## config.mk

```make
export PLATFORM = sky130hd
export DESIGN_NAME = stopwatch_100hz
export DESIGN_NICKNAME = d
export VERILOG_FILES = /design/src/rtl/stopwatch_pkg.sv /design/src/rtl/bcd_digit_counter.sv /design/src/rtl/stopwatch_100hz.sv
export SDC_FILE = /design/constraint.sdc
export NUM_CORES = 1
export LEC_CHECK = 0
export ABC_AREA = 0
export BUFFER_PORTS_ARGS = -buffer_cell sky130_fd_sc_hd__buf_2
export CAP_MARGIN = 30
export CORE_UTILIZATION = 40
export CTS_CLUSTER_SIZE = 12
export DETAILED_ROUTE_END_ITERATION = 6
export MAX_ROUTING_LAYER = met4
export REMOVE_ABC_BUFFERS = 1
export SYNTH_ARGS = -nofsm -noshare
export SYNTH_HDL_FRONTEND = slang
export SYNTH_HIERARCHICAL = 1
export SYNTH_SLANG_ARGS = --single-unit
export TNS_END_PERCENT = 50
```

## constraint.sdc

```tcl
create_clock -name clk_50MHz -period 12.1 [get_ports clk_50MHz]
set_clock_uncertainty 0.15 [all_clocks]
set_input_delay 2.42 -clock clk_50MHz [delete_from_list [all_inputs] [get_ports clk_50MHz]]
set_output_delay 2.42 -clock clk_50MHz [all_outputs]
set_load 0.02 [all_outputs]
```

## src/rtl/stopwatch_pkg.sv

```systemverilog
// Shared types and constants for the 100 Hz stopwatch: FSM states, BCD digit type,
// digit limits and the bit layout of the MM:SS.cc display word.
package stopwatch_pkg;

  typedef enum logic [1:0] {
    S_IDLE  = 2'd0,
    S_RUN   = 2'd1,
    S_PAUSE = 2'd2
  } sw_state_t;

  typedef logic [3:0] bcd_t;

  localparam bcd_t BCD_MAX_ONES = 4'd9;
  localparam bcd_t BCD_MAX_TENS = 4'd5;

  localparam int NUM_DIGITS = 6;
  localparam int OFS_CS_O   = 0;
  localparam int OFS_CS_T   = 4;
  localparam int OFS_SEC_O  = 8;
  localparam int OFS_SEC_T  = 12;
  localparam int OFS_MIN_O  = 16;
  localparam int OFS_MIN_T  = 20;

  // Digit 3 (seconds tens) is the only one that stops at 5.
  function automatic bcd_t digit_max(input int idx);
    return (idx == 3) ? BCD_MAX_TENS : BCD_MAX_ONES;
  endfunction

  function automatic logic [23:0] limit_time(input int unsigned min_limit);
    logic [23:0] t;
    t = '0;
    t[OFS_MIN_T +: 4] = 4'(min_limit / 10);
    t[OFS_MIN_O +: 4] = 4'(min_limit % 10);
    t[OFS_SEC_T +: 4] = BCD_MAX_TENS;
    t[OFS_SEC_O +: 4] = BCD_MAX_ONES;
    t[OFS_CS_T  +: 4] = BCD_MAX_ONES;
    t[OFS_CS_O  +: 4] = BCD_MAX_ONES;
    return t;
  endfunction

endpackage

```

## src/rtl/bcd_digit_counter.sv

```systemverilog
// One BCD digit of the stopwatch: counts 0..MAX on inc, clears on clr (clr wins),
// and raises a combinational carry when an increment rolls the digit over.
module bcd_digit_counter
  import stopwatch_pkg::*;
#(
  parameter bcd_t MAX = BCD_MAX_ONES
) (
  input  logic clk_50MHz,
  input  logic rst,
  input  logic inc_i,
  input  logic clr_i,
  output bcd_t digit_o,
  output bcd_t digit_nxt_o,
  output logic carry_o
);

  bcd_t digit_q, digit_d;

  always_comb begin
    digit_d = digit_q;
    if (clr_i) begin
      digit_d = '0;
    end else if (inc_i) begin
      digit_d = (digit_q == MAX) ? '0 : digit_q + 4'd1;
    end
  end

  always_ff @(posedge clk_50MHz or posedge rst) begin
    if (rst) begin
      digit_q <= '0;
    end else begin
      digit_q <= digit_d;
    end
  end

  assign digit_o     = digit_q;
  assign digit_nxt_o = digit_d;
  assign carry_o     = inc_i & (digit_q == MAX);

endmodule

```

## src/rtl/stopwatch_100hz.sv

```systemverilog
// MM:SS.cc stopwatch clocked by clk_50MHz; clk_100Hz is sampled as data to make a
// 10 ms tick. Start/stop, lap-hold and clear buttons drive a three-state FSM.
module stopwatch_100hz
  import stopwatch_pkg::*;
#(
  parameter int unsigned SYNC_STAGES = 2,
  parameter int unsigned MIN_LIMIT   = 59
) (
  input  logic        clk_50MHz,
  input  logic        rst,
  input  logic        clk_100Hz,
  input  logic        btn_start,
  input  logic        btn_lap,
  input  logic        btn_clear,
  output logic [23:0] disp_bcd,
  output logic        running,
  output logic        lap_active,
  output logic        overflow,
  output logic        tick_10ms,
  output sw_state_t   dbg_state_o
);

  localparam logic [23:0] LIMIT_TIME = limit_time(MIN_LIMIT);

  // Reset value 1 keeps tick_10ms low during reset even if clk_100Hz is high.
  logic clk_100hz_q;
  always_ff @(posedge clk_50MHz or posedge rst) begin
    if (rst) begin
      clk_100hz_q <= 1'b1;
    end else begin
      clk_100hz_q <= clk_100Hz;
    end
  end
  assign tick_10ms = clk_100Hz & ~clk_100hz_q;

  // Bit 0 start, bit 1 lap, bit 2 clear.
  logic [2:0] btn_sync_q [SYNC_STAGES];
  logic [2:0] btn_prev_q;
  logic [2:0] press_q;

  always_ff @(posedge clk_50MHz or posedge rst) begin
    if (rst) begin
      for (int i = 0; i < SYNC_STAGES; i++) begin
        btn_sync_q[i] <= '0;
      end
      btn_prev_q <= '0;
      press_q    <= '0;
    end else begin
      btn_sync_q[0] <= {btn_clear, btn_lap, btn_start};
      for (int i = 1; i < SYNC_STAGES; i++) begin
        btn_sync_q[i] <= btn_sync_q[i-1];
      end
      btn_prev_q <= btn_sync_q[SYNC_STAGES-1];
      press_q    <= btn_sync_q[SYNC_STAGES-1] & ~btn_prev_q;
    end
  end

  logic start_p, lap_p, clear_p;
  assign start_p = press_q[0];
  assign lap_p   = press_q[1];
  assign clear_p = press_q[2];

  sw_state_t   state_q;
  logic        running_q, lap_active_q, overflow_q;
  logic [23:0] lap_reg_q;

  logic                       cnt_en, wrap, zero_req, clr_all;
  logic [NUM_DIGITS-1:0][3:0] live, live_nxt;

  assign cnt_en   = (state_q == S_RUN) & tick_10ms;
  assign zero_req = clear_p & (state_q != S_RUN);
  assign clr_all  = zero_req | wrap;

  for (genvar g = 0; g < NUM_DIGITS; g++) begin : gen_digit
    logic inc, carry;
    if (g == 0) begin : gen_lsd
      assign inc = cnt_en;
    end else begin : gen_chain
      assign inc = gen_digit[g-1].carry;
    end
    bcd_digit_counter #(
      .MAX(digit_max(g))
    ) u_digit (
      .clk_50MHz  (clk_50MHz),
      .rst        (rst),
      .inc_i      (inc),
      .clr_i      (clr_all),
      .digit_o    (live[g]),
      .digit_nxt_o(live_nxt[g]),
      .carry_o    (carry)
    );
  end

  // Top-digit carry only occurs at 99:59.99, which is the limit when MIN_LIMIT is 99.
  assign wrap = cnt_en & ((live == LIMIT_TIME) | gen_digit[NUM_DIGITS-1].carry);

  always_ff @(posedge clk_50MHz or posedge rst) begin
    if (rst) begin
      state_q      <= S_IDLE;
      running_q    <= 1'b0;
      lap_active_q <= 1'b0;
      overflow_q   <= 1'b0;
      lap_reg_q    <= '0;
    end else begin
      case (state_q)
        S_IDLE: begin
          if (start_p) begin
            state_q   <= S_RUN;
            running_q <= 1'b1;
          end
        end
        S_RUN: begin
          if (start_p) begin
            state_q   <= S_PAUSE;
            running_q <= 1'b0;
          end
        end
        S_PAUSE: begin
          if (clear_p) begin
            state_q   <= S_IDLE;
            running_q <= 1'b0;
          end else if (start_p) begin
            state_q   <= S_RUN;
            running_q <= 1'b1;
          end
        end
        default: begin
          state_q   <= S_IDLE;
          running_q <= 1'b0;
        end
      endcase

      if (zero_req) begin
        lap_active_q <= 1'b0;
        overflow_q   <= 1'b0;
      end else begin
        if (wrap) begin
          overflow_q <= 1'b1;
        end
        // Capture takes the post-increment value so a same-cycle tick is included.
        if (lap_p) begin
          if (state_q == S_RUN && !lap_active_q) begin
            lap_active_q <= 1'b1;
            lap_reg_q    <= live_nxt;
          end else begin
            lap_active_q <= 1'b0;
          end
        end
      end
    end
  end

  assign disp_bcd    = lap_active_q ? lap_reg_q : live;
  assign running     = running_q;
  assign lap_active  = lap_active_q;
  assign overflow    = overflow_q;
  assign dbg_state_o = state_q;

endmodule

```

# After elaboration in Yosys (flattened, before gate mapping)
# Cells that the tools add are included.
[word_totals]
reg_bits = 66
wordCells = 87
[classes]
add_sub_neg = 6
eq_ne = 11
mux = 32
bitwise_logic = 16
n_reduce_logical = 6
[op_table]
columns = ["op", "n"]
rows = [
  ["$mux W4", 18],
  ["$add A4 B1 Y4 const B", 6],
  ["$eq A24 B23 Y1 const B", 1],
  ["$mux W24", 1],
  ["$eq A4 B4 Y1 const B", 5],
  ["$and A1 B1 Y1", 10],
  ["$mux W1", 8],
  ["$mux W2", 3],
  ["$pmux W2 S3", 1],
  ["$eq A4 B3 Y1 const B", 1],
  ["$reduce_bool A2 Y1", 2],
  ["$and A3 B3 Y3", 1],
  ["$not A3 Y3", 1],
  ["$pmux W1 S3", 1],
  ["$reduce_and A3 Y1", 1],
  ["$eq A2 B1 Y1 const B", 1],
  ["$eq A2 B2 Y1 const B", 1],
  ["$logic_not A2 Y1", 1],
  ["$ne A2 B1 Y1 const B", 1],
  ["$ne A2 B2 Y1 const B", 1],
  ["$not A1 Y1", 2],
  ["$or A1 B1 Y1", 2],
  ["$logic_and A1 B1 Y1", 1],
  ["$logic_not A1 Y1", 1],
]

# Depth between registers and ports, before layout
# Gate-level depths: netlist (run 1).
[logic_depth]
ltp_word = 13
mapped_depth = 18
mapped_depth_nobuf = 18

# Cells and area by module
# The synthesis (run 1) kept the hierarchy.
[modules_own_cells]
columns = ["mod", "n_inst", "cells_per_inst", "area_each_um2", "seq_area_each_um2"]
rows = [
  ["stopwatch_100hz", 1, 129, 1925.6, 1052.3],
  ["bcd_digit_counter at gen_digit[0].u_digit ...", 5, 21, 216.5, 100.1],
  ["bcd_digit_counter at gen_digit[3].u_digit", 1, 20, 195.2, 100.1],
]

# Least setup slack after synthesis (run 1)
# Ideal clock, no wire load.
[synth_path]
path_kind = "input to register"
start = "input port clk_100Hz"
end = "register lap_reg_q[19]"
setup_time_ns = 0.125
t_arrival_ns = 6.895
path_slack_ns = 4.930
cell_stages = 18
n_path_buf = 0
path_cell_list = "and4bb_2 -> nand2_1 -> nor3b_1 -> nand2_1 -> nor3b_1 -> nand2_1 -> nor3b_1 -> nand2_2 -> nor3b_1 -> nand2_1 -> nor3b_1 -> nand2_1 -> nor3b_1 -> nand2_1 -> nand3_1 -> nand2b_1 -> o32ai_2 -> mux2_2"
[synth_lines]
columns = ["element", "line", "text"]
rows = [
  ["start, declared", "stopwatch_100hz.sv:11", "input logic clk_100Hz,"],
  ["end signal, assigned", "stopwatch_100hz.sv:144", "lap_reg_q <= live_nxt;"],
  ["end, declared", "stopwatch_100hz.sv:65", "logic [23:0] lap_reg_q;"],
]

==> results.ini, run 1 <==
[cts]
cts_root_buf=clkbuf_8
clkTransAtPathRegs_ns=0.08
postCtsHoldBufs=0
clock_sinks=66
worstSkewPairLatency_ns=0.34
post_cts_buffers=0
numCtsBuffers=9
htreeDepth=3
ctsResizeCount=0
cts_tree=yes
clk_path_buf_depth=2

[global_route]
met3_usage=0.0402
met1_usage=0.209
grt_pass1_wl_um=9920
grt_pass1_vias=2030
use_met2=0.241
top_usage_layer=met2
antenna_found_initial=0
grt_usage=0.161
grt_max_degree=31
overflow=0

[detailed_routing]
antenna_left=0
vias_per_cell=4.94
drt_first_pass_iters=4
drcViolationCount=0
drt-initial-drc-count=106
post_drt_wl_per_cell_um=14.5
routed_wirelength_um=5890
vias=2006

[floorplanning]
design.core.area_um2=7730
initial_utilization=0.415
rows=32
fp.dieW_um=91.5
pin_count=36
die_h_um=91.5
die-area_um2=8370

[sta]
slew_violations=0
setup_slack_ns=4.64
setup_violations=0
max_freq_mhz=134
fin_crit_sh=0.617
relSlewSlack=0.615
period_needed_ns=7.46
tns_ns=0
tightestPinTransition_ns=0.577
hold_viol=0
rsz0062_at_grt=false

[critical_path]
reg2reg_depth=19
end_kind=flop
slowest_stage=nor3b_1
crit_family=simple AND/OR/NAND/NOR gates
startpoint_type=input pin
crit_buf_inv=2
required_ns=12.18
arrival_ns=7.54
reg2reg_to=lap_reg_q[7]$_DFFE_PP0P_
reg2reg_slack_ns=6.24
critPathMaxStageDelay_ns=0.53
r2r-start=dbg_state_o[1]$_DFFE_PP0P_
cp_cell_sequence=buf_2 > and4bb_2 > nand2_1 > nor3b_1 > nand2_1 > nor3b_1 > nand2_1 > nor3b_1 > nand2_2 > nor3b_1 > nand2_1 > nor3b_1 > nand2_1 > nor3b_1 > nand2_1 > nand3_1 > buf_16 > nand2b_1 > o32ai_2 > mux2_4
critPathKind=input pin to flop
crit_fanout=21

[placement]
numPortBuffers=35
hpwl_um=4080
dp_slack_ns=4.34
place.gp.congestion=0.803

[finish]
n_antenna_cell=0
finalNetCount=305
areaGrowthSynthToFinish_pct=16.8
n_fill_cell=713
utilization=0.484
drive_gt1_frac=0.428

[worst_hold_path]
holdPathStages=0
min_delay_worst_endpoint=btn_sync_q[0]$_DFF_PP0_
hold_path_class=flop to flop
min-delay-start=btn_sync_q[3]$_DFF_PP0_

[pwr]
power_density_nw_per_um2=151
p_sw_uw=167
clkPwrFrac=0.365
p_seq_frac=0.452
combinationalPowerShare=0.182
swShare=0.295
leakagePower_nw=1.76
ir_drop_mv=0.0720
internal-power_uw=398
finalPower_uw=565

[synth]
synth_top_cell_area_share=0.508
synth_largest_area_cell=dfrtp_1
synth_commonest_cells=dfrtp_1, mux2_2, mux2_4
synth_cells=254
netlist_area_um2=3200
synth_ff_type=dfrtp_1
synth.most_common_cell=dfrtp_1
synth_edf_count=0
ys_ff_latch=66
synth.yosys.warnings=6
yosysSeqAreaShare=0.516
async_flop_share=1.00
synth_area_leaders=dfrtp_1, mux2_2, mux2_4
ys_types=33
synth_area_per_cell_um2=12.6

[job]
maxCapViolations=0

[outcome]
outcome=finished clean

## cell type report
class                   instances  area [um2]  share of cell area
well taps                     102         128              0.0341
clock inverters                 7         103              0.0274
multi-input cells             168        1450               0.388
clock buffers                   9         124              0.0331
inverters                      15        56.3              0.0151
flip-flops and latches         66        1650               0.442
repair buffers                 39         225              0.0602
## logic make-up after synthesis
| kind of cell | share of synthesized area |
|---|---|
| DFF | 0.516 |
| buffers and inverters | 0.0305 |
| AOI/OAI and AO/OA | 0.0570 |
| xor gates and xnor gates | 0.0355 |
| and+or+nand+nor | 0.152 |
| muxes | 0.209 |
## layout by cell type, fill, tap and decap left out, types with 2 or more instances in the layout
| cell | instances |
|---|---|
| and2b_2 | 5 |
| clkinv_4 | 3 |
| nand2b_1 | 5 |
| nor3b_1 | 6 |
| o21ai_0 | 3 |
| clkbuf_8 | 9 |
| mux2_4 | 19 |
| nand4_1 | 3 |
| o22ai_1 | 2 |
| buf_2 | 35 |
| nor4bb_1 | 2 |
| nor2_1 | 14 |
| o32ai_2 | 5 |
| dfrtp_1 | 65 |
| a21oi_1 | 13 |
| xnor2_1 | 12 |
| or3_1 | 7 |
| bufinv_16 | 2 |
| inv_1 | 13 |
| nand2_1 | 15 |
| mux2_2 | 34 |
| nor2b_1 | 6 |
| nand3_1 | 3 |
| buf_4 | 3 |
| nand3_2 | 5 |
## power groups by stage
stage               clock (mW)  sequential (mW)  combinational [mW]
finish                   0.207            0.256               0.103
detailed placement           0            0.260               0.105
CTS                      0.213            0.256               0.106
global route             0.222            0.258               0.113
global placement             0            0.260               0.101
floorplan                    0            0.267              0.0630
## worst max path at each step
stage	endpoint	depth (start not counted)	from	slack (ns)
after CTS	lap_reg_q[7]$_DFFE_PP0P_	20	clk_100Hz	4.68
after global routing	lap_reg_q[11]$_DFFE_PP0P_	20	clk_100Hz	4.18
after floorplan	lap_reg_q[19]$_DFFE_PP0P_	18	clk_100Hz	4.93
final	lap_reg_q[7]$_DFFE_PP0P_	20	clk_100Hz	4.64
after detailed placement	lap_reg_q[19]$_DFFE_PP0P_	20	clk_100Hz	4.34
after global placement	lap_reg_q[19]$_DFFE_PP0P_	19	clk_100Hz	4.19
## metal layers
| metal | share of wire | wire length (um) |
|---|---|---|
| met2 | 0.48 | 2810 |
| met1 | 0.48 | 2840 |
| met4 | 0.011 | 67 |
| met3 | 0.028 | 164 |
| met5 | 0 | 0 |
## stage by stage
stage	hold WS [ns]	instance area, um2	instances
3_3_place_gp	0.183	3490	389
3_5_place_dp	0.186	3510	390
5_1_grt	0.214	3740	406
2_1_floorplan	0.181	3160	249
4_1_cts	0.204	3740	406
6_report	0.202	3740	406
## flip-flops by register name, summed over array words and instances (netlist names)
signal                     cells
gen_digit.u_digit/digit_o     24
lap_reg_q                     24
btn_sync_q                     6
btn_prev_q                     3
press_q                        3
dbg_state_o                    2
clk_100hz_q                    1
lap_active                     1
overflow                       1
running                        1
Power figures use the tool's default switching activity.
==> run 2, diff against run 1 <==
Settings changed: ABC_AREA 0 to 1.
Clock period 12.1 ns to 6.07 ns, I/O delays scaled along.
==> run 2 against run 1 <==
Die area increased by 1.8%. Non-clock buffer count unchanged. Critical path depth increased by 7. Via count increased by 25%. Synthesized cell count increased by 48%. Worst setup slack got worse by 3.6 ns. Global-route usage increased by 2.5 points. Worst hold slack got worse by 0.0027 ns. Combinational power increased by 68%. Synthesized area increased by 1.9%. Sequential cell count unchanged. Largest cell class unchanged.
==> results.ini, run 2 <==
[outcome]
outcome=finished clean

[sta]
tightestPinTransition_ns=0.817  ; +0.240 ns
period_needed_ns=5.02
tns_ns=0  ; unchanged
setup_violations=0  ; unchanged
hold_viol=0  ; unchanged
setup_slack_ns=1.05  ; -3.59 ns
relSlewSlack=0.455  ; -0.160
slew_violations=0  ; unchanged
max_freq_mhz=199
fin_crit_sh=0.827
rsz0062_at_grt=false

[detailed_routing]
post_drt_wl_per_cell_um=12.8  ; -11%
vias_per_cell=4.76  ; -3.6%
drcViolationCount=0  ; unchanged
drt-initial-drc-count=90  ; -15%
drt_first_pass_iters=4  ; unchanged
antenna_left=0  ; unchanged
vias=2510  ; +25%
routed_wirelength_um=6770  ; +15%

[global_route]
grt_max_degree=39  ; +26%
grt_pass1_wl_um=11900  ; +19%
grt_pass1_vias=2488  ; +23%
antenna_found_initial=0  ; unchanged
overflow=0  ; unchanged
grt_usage=0.186  ; +0.0253

[placement]
dp_slack_ns=0.707  ; -3.63 ns
place_inst=511  ; +31%
place.gp.congestion=0.839  ; +4.4%
dpl_cell_area_um2=3570  ; +1.6%
numPortBuffers=35  ; unchanged
hpwl_um=4760  ; +17%

[finish]
layout_commonest_cell=nand2_1
finalNetCount=426  ; +40%
finalNonFillerCells=527  ; +30%
n_antenna_cell=0  ; unchanged
areaGrowthSynthToFinish_pct=15.5
layout_common_cells=nand2_1, dfrtp_1, inv_1, nor2_1, buf_2
finalInstanceArea_um2=3770  ; +0.70%
drive_gt1_frac=0.224  ; -0.204

[cts]
htreeDepth=3  ; unchanged
clock_sinks=66  ; unchanged
cts_root_buf=clkbuf_8
postCtsHoldBufs=0  ; unchanged
worstSkewPairLatency_ns=0.34  ; about the same
numCtsBuffers=9  ; unchanged
cts_tree=yes
clkTransAtPathRegs_ns=0.07  ; about the same
post_cts_buffers=0  ; unchanged
ctsResizeCount=0  ; unchanged
clk_path_buf_depth=2  ; unchanged

[pwr]
leakagePower_nw=2.00  ; +14%
ir_drop_mv=0.105  ; +46%
finalPower_mw=1.03  ; +82%
power_density_nw_per_um2=273  ; +81%

[floorplanning]
design.core.area_um2=7810  ; +1.0%
rows=32  ; unchanged
initial_utilization=0.418  ; +0.00344
die_h_um=92.3  ; +0.91%
pin_count=36  ; unchanged
die-area_um2=8520  ; +1.8%
fp.dieW_um=92.3  ; +0.91%

[worst_hold_path]
hold_path_class=flop to flop

[synth]
synth_cells=377  ; +48%
synth_largest_area_cell=dfrtp_1
synth_ff_type=dfrtp_1
ys_ff_latch=66  ; unchanged
synth_top_cell_area_share=0.498  ; -0.00935
ys_types=23  ; -30%
synth_area_leaders=dfrtp_1, nand2_1, mux2_4
synth_edf_count=0  ; unchanged
netlist_area_um2=3260  ; +1.9%
synth.yosys.warnings=6  ; unchanged
synth.most_common_cell=nand2_1
yosysSeqAreaShare=0.507  ; -0.00950
synth_commonest_cells=nand2_1, dfrtp_1, inv_1, nor2_1, mux2_4
synth_area_per_cell_um2=8.66  ; -31%
async_flop_share=1.00  ; unchanged

[critical_path]
required_ns=6.14  ; -6.04 ns
startpoint_type=input pin
arrival_ns=5.08  ; -2.46 ns
end_kind=flop
crit_fanout=7  ; -67%
critPathKind=input pin to flop

[job]
maxCapViolations=0  ; unchanged

[run 2: cell types whose count changed after synthesis, sizes merged, moves of 7 or more]
cell	delta
o21bai	+10
xnor2	-12
o21ai	+15
nand2	+101
nor2	+39
mux2	-29
or3	-7
inv	+35
[run 2: cell families (layout without fill, tap and decap cells)]
group / after synthesis / after routing / share of synthesized area
multiplexers: 24 / 24 / 0.105
buffers and inverters: 58 / 106 / 0.0721
flip-flops: 66 / 66 / 0.507
AND/OR/NAND/NOR: 191 / 191 / 0.244
AO/OA/AOI/OAI: 38 / 38 / 0.0725
[run 2: per-layer routing]
metal,part of all wire,vias to the layer above,GRT usage
met5,0,-,-
met4,0.015,0,0.0794
met3,0.026,10,0.0337
met2,0.48,31,0.288
met1,0.48,1200,0.240
li1,-,1269,-
[run 2: final cells by class]
cell class / count / area (um2)
fillers: 796 / 4040
inverters: 51 / 193
repair buffers: 39 / 223
clock buffers: 11 / 141
clock inverters: 5 / 55.1
multi-input cells: 253 / 1380
well taps: 102 / 128
flip-flops and latches: 66 / 1650
[run 2: critical path, cell delays in order]
cell,delay (ns)
buf_2,0.09
inv_1,0.04
nor3_1,0.16
buf_4,0.17
nand3_1,0.10
nor2_1,0.27
nand3_1,0.15
nor2_1,0.29
nand3_1,0.15
nor2_1,0.18
nand2_2,0.10
clkinv_2,0.08
nand2_1,0.07
inv_1,0.14
nand3_1,0.11
nor2_1,0.29
nand3_1,0.15
nor2_1,0.11
inv_1,0.04
nand2_1,0.06
nand2_1,0.06
o21ai_0,0.22
buf_2,0.27
inv_1,0.09
nand4_1,0.09
o21ai_0,0.11
mux2_4,0.28
[run 2: worst paths after layout]
kind	slack, ns	end	startpoint	depth (start not counted)
max in group asynchronous	4.28	clk_100hz_q$_DFF_PP1_	rst	3
hold / removal	0.20	btn_sync_q[0]$_DFF_PP0_	btn_sync_q[3]$_DFF_PP0_	0
setup / recovery	1.05	lap_reg_q[5]$_DFFE_PP0P_	clk_100Hz	27
hold reg to reg	0.20	btn_sync_q[0]$_DFF_PP0_	btn_sync_q[3]$_DFF_PP0_	0
setup reg to reg	1.37	lap_reg_q[5]$_DFFE_PP0P_	dbg_state_o[1]$_DFFE_PP0P_	27
min in group asynchronous	0.67	gen_digit[2].u_digit/digit_o[2]$_DFF_PP0_	rst	2
[run 2: report_power, final]
part	switching [mW]	internal [mW]	leakage, nW	total, mW
clock network	0.169	0.200	0.0953	0.368
logic	0.113	0.0599	1.02	0.173
registers	0.0248	0.464	0.888	0.489
total	0.306	0.724	2.00	1.03
[run 2: stage by stage]
step,utilization,hold WS [ns]
5_1_grt,0.483,0.222
3_5_place_dp,0.457,0.185
3_3_place_gp,0.453,0.182
2_1_floorplan,-,0.181
4_1_cts,0.483,0.201
6_report,0.483,0.199
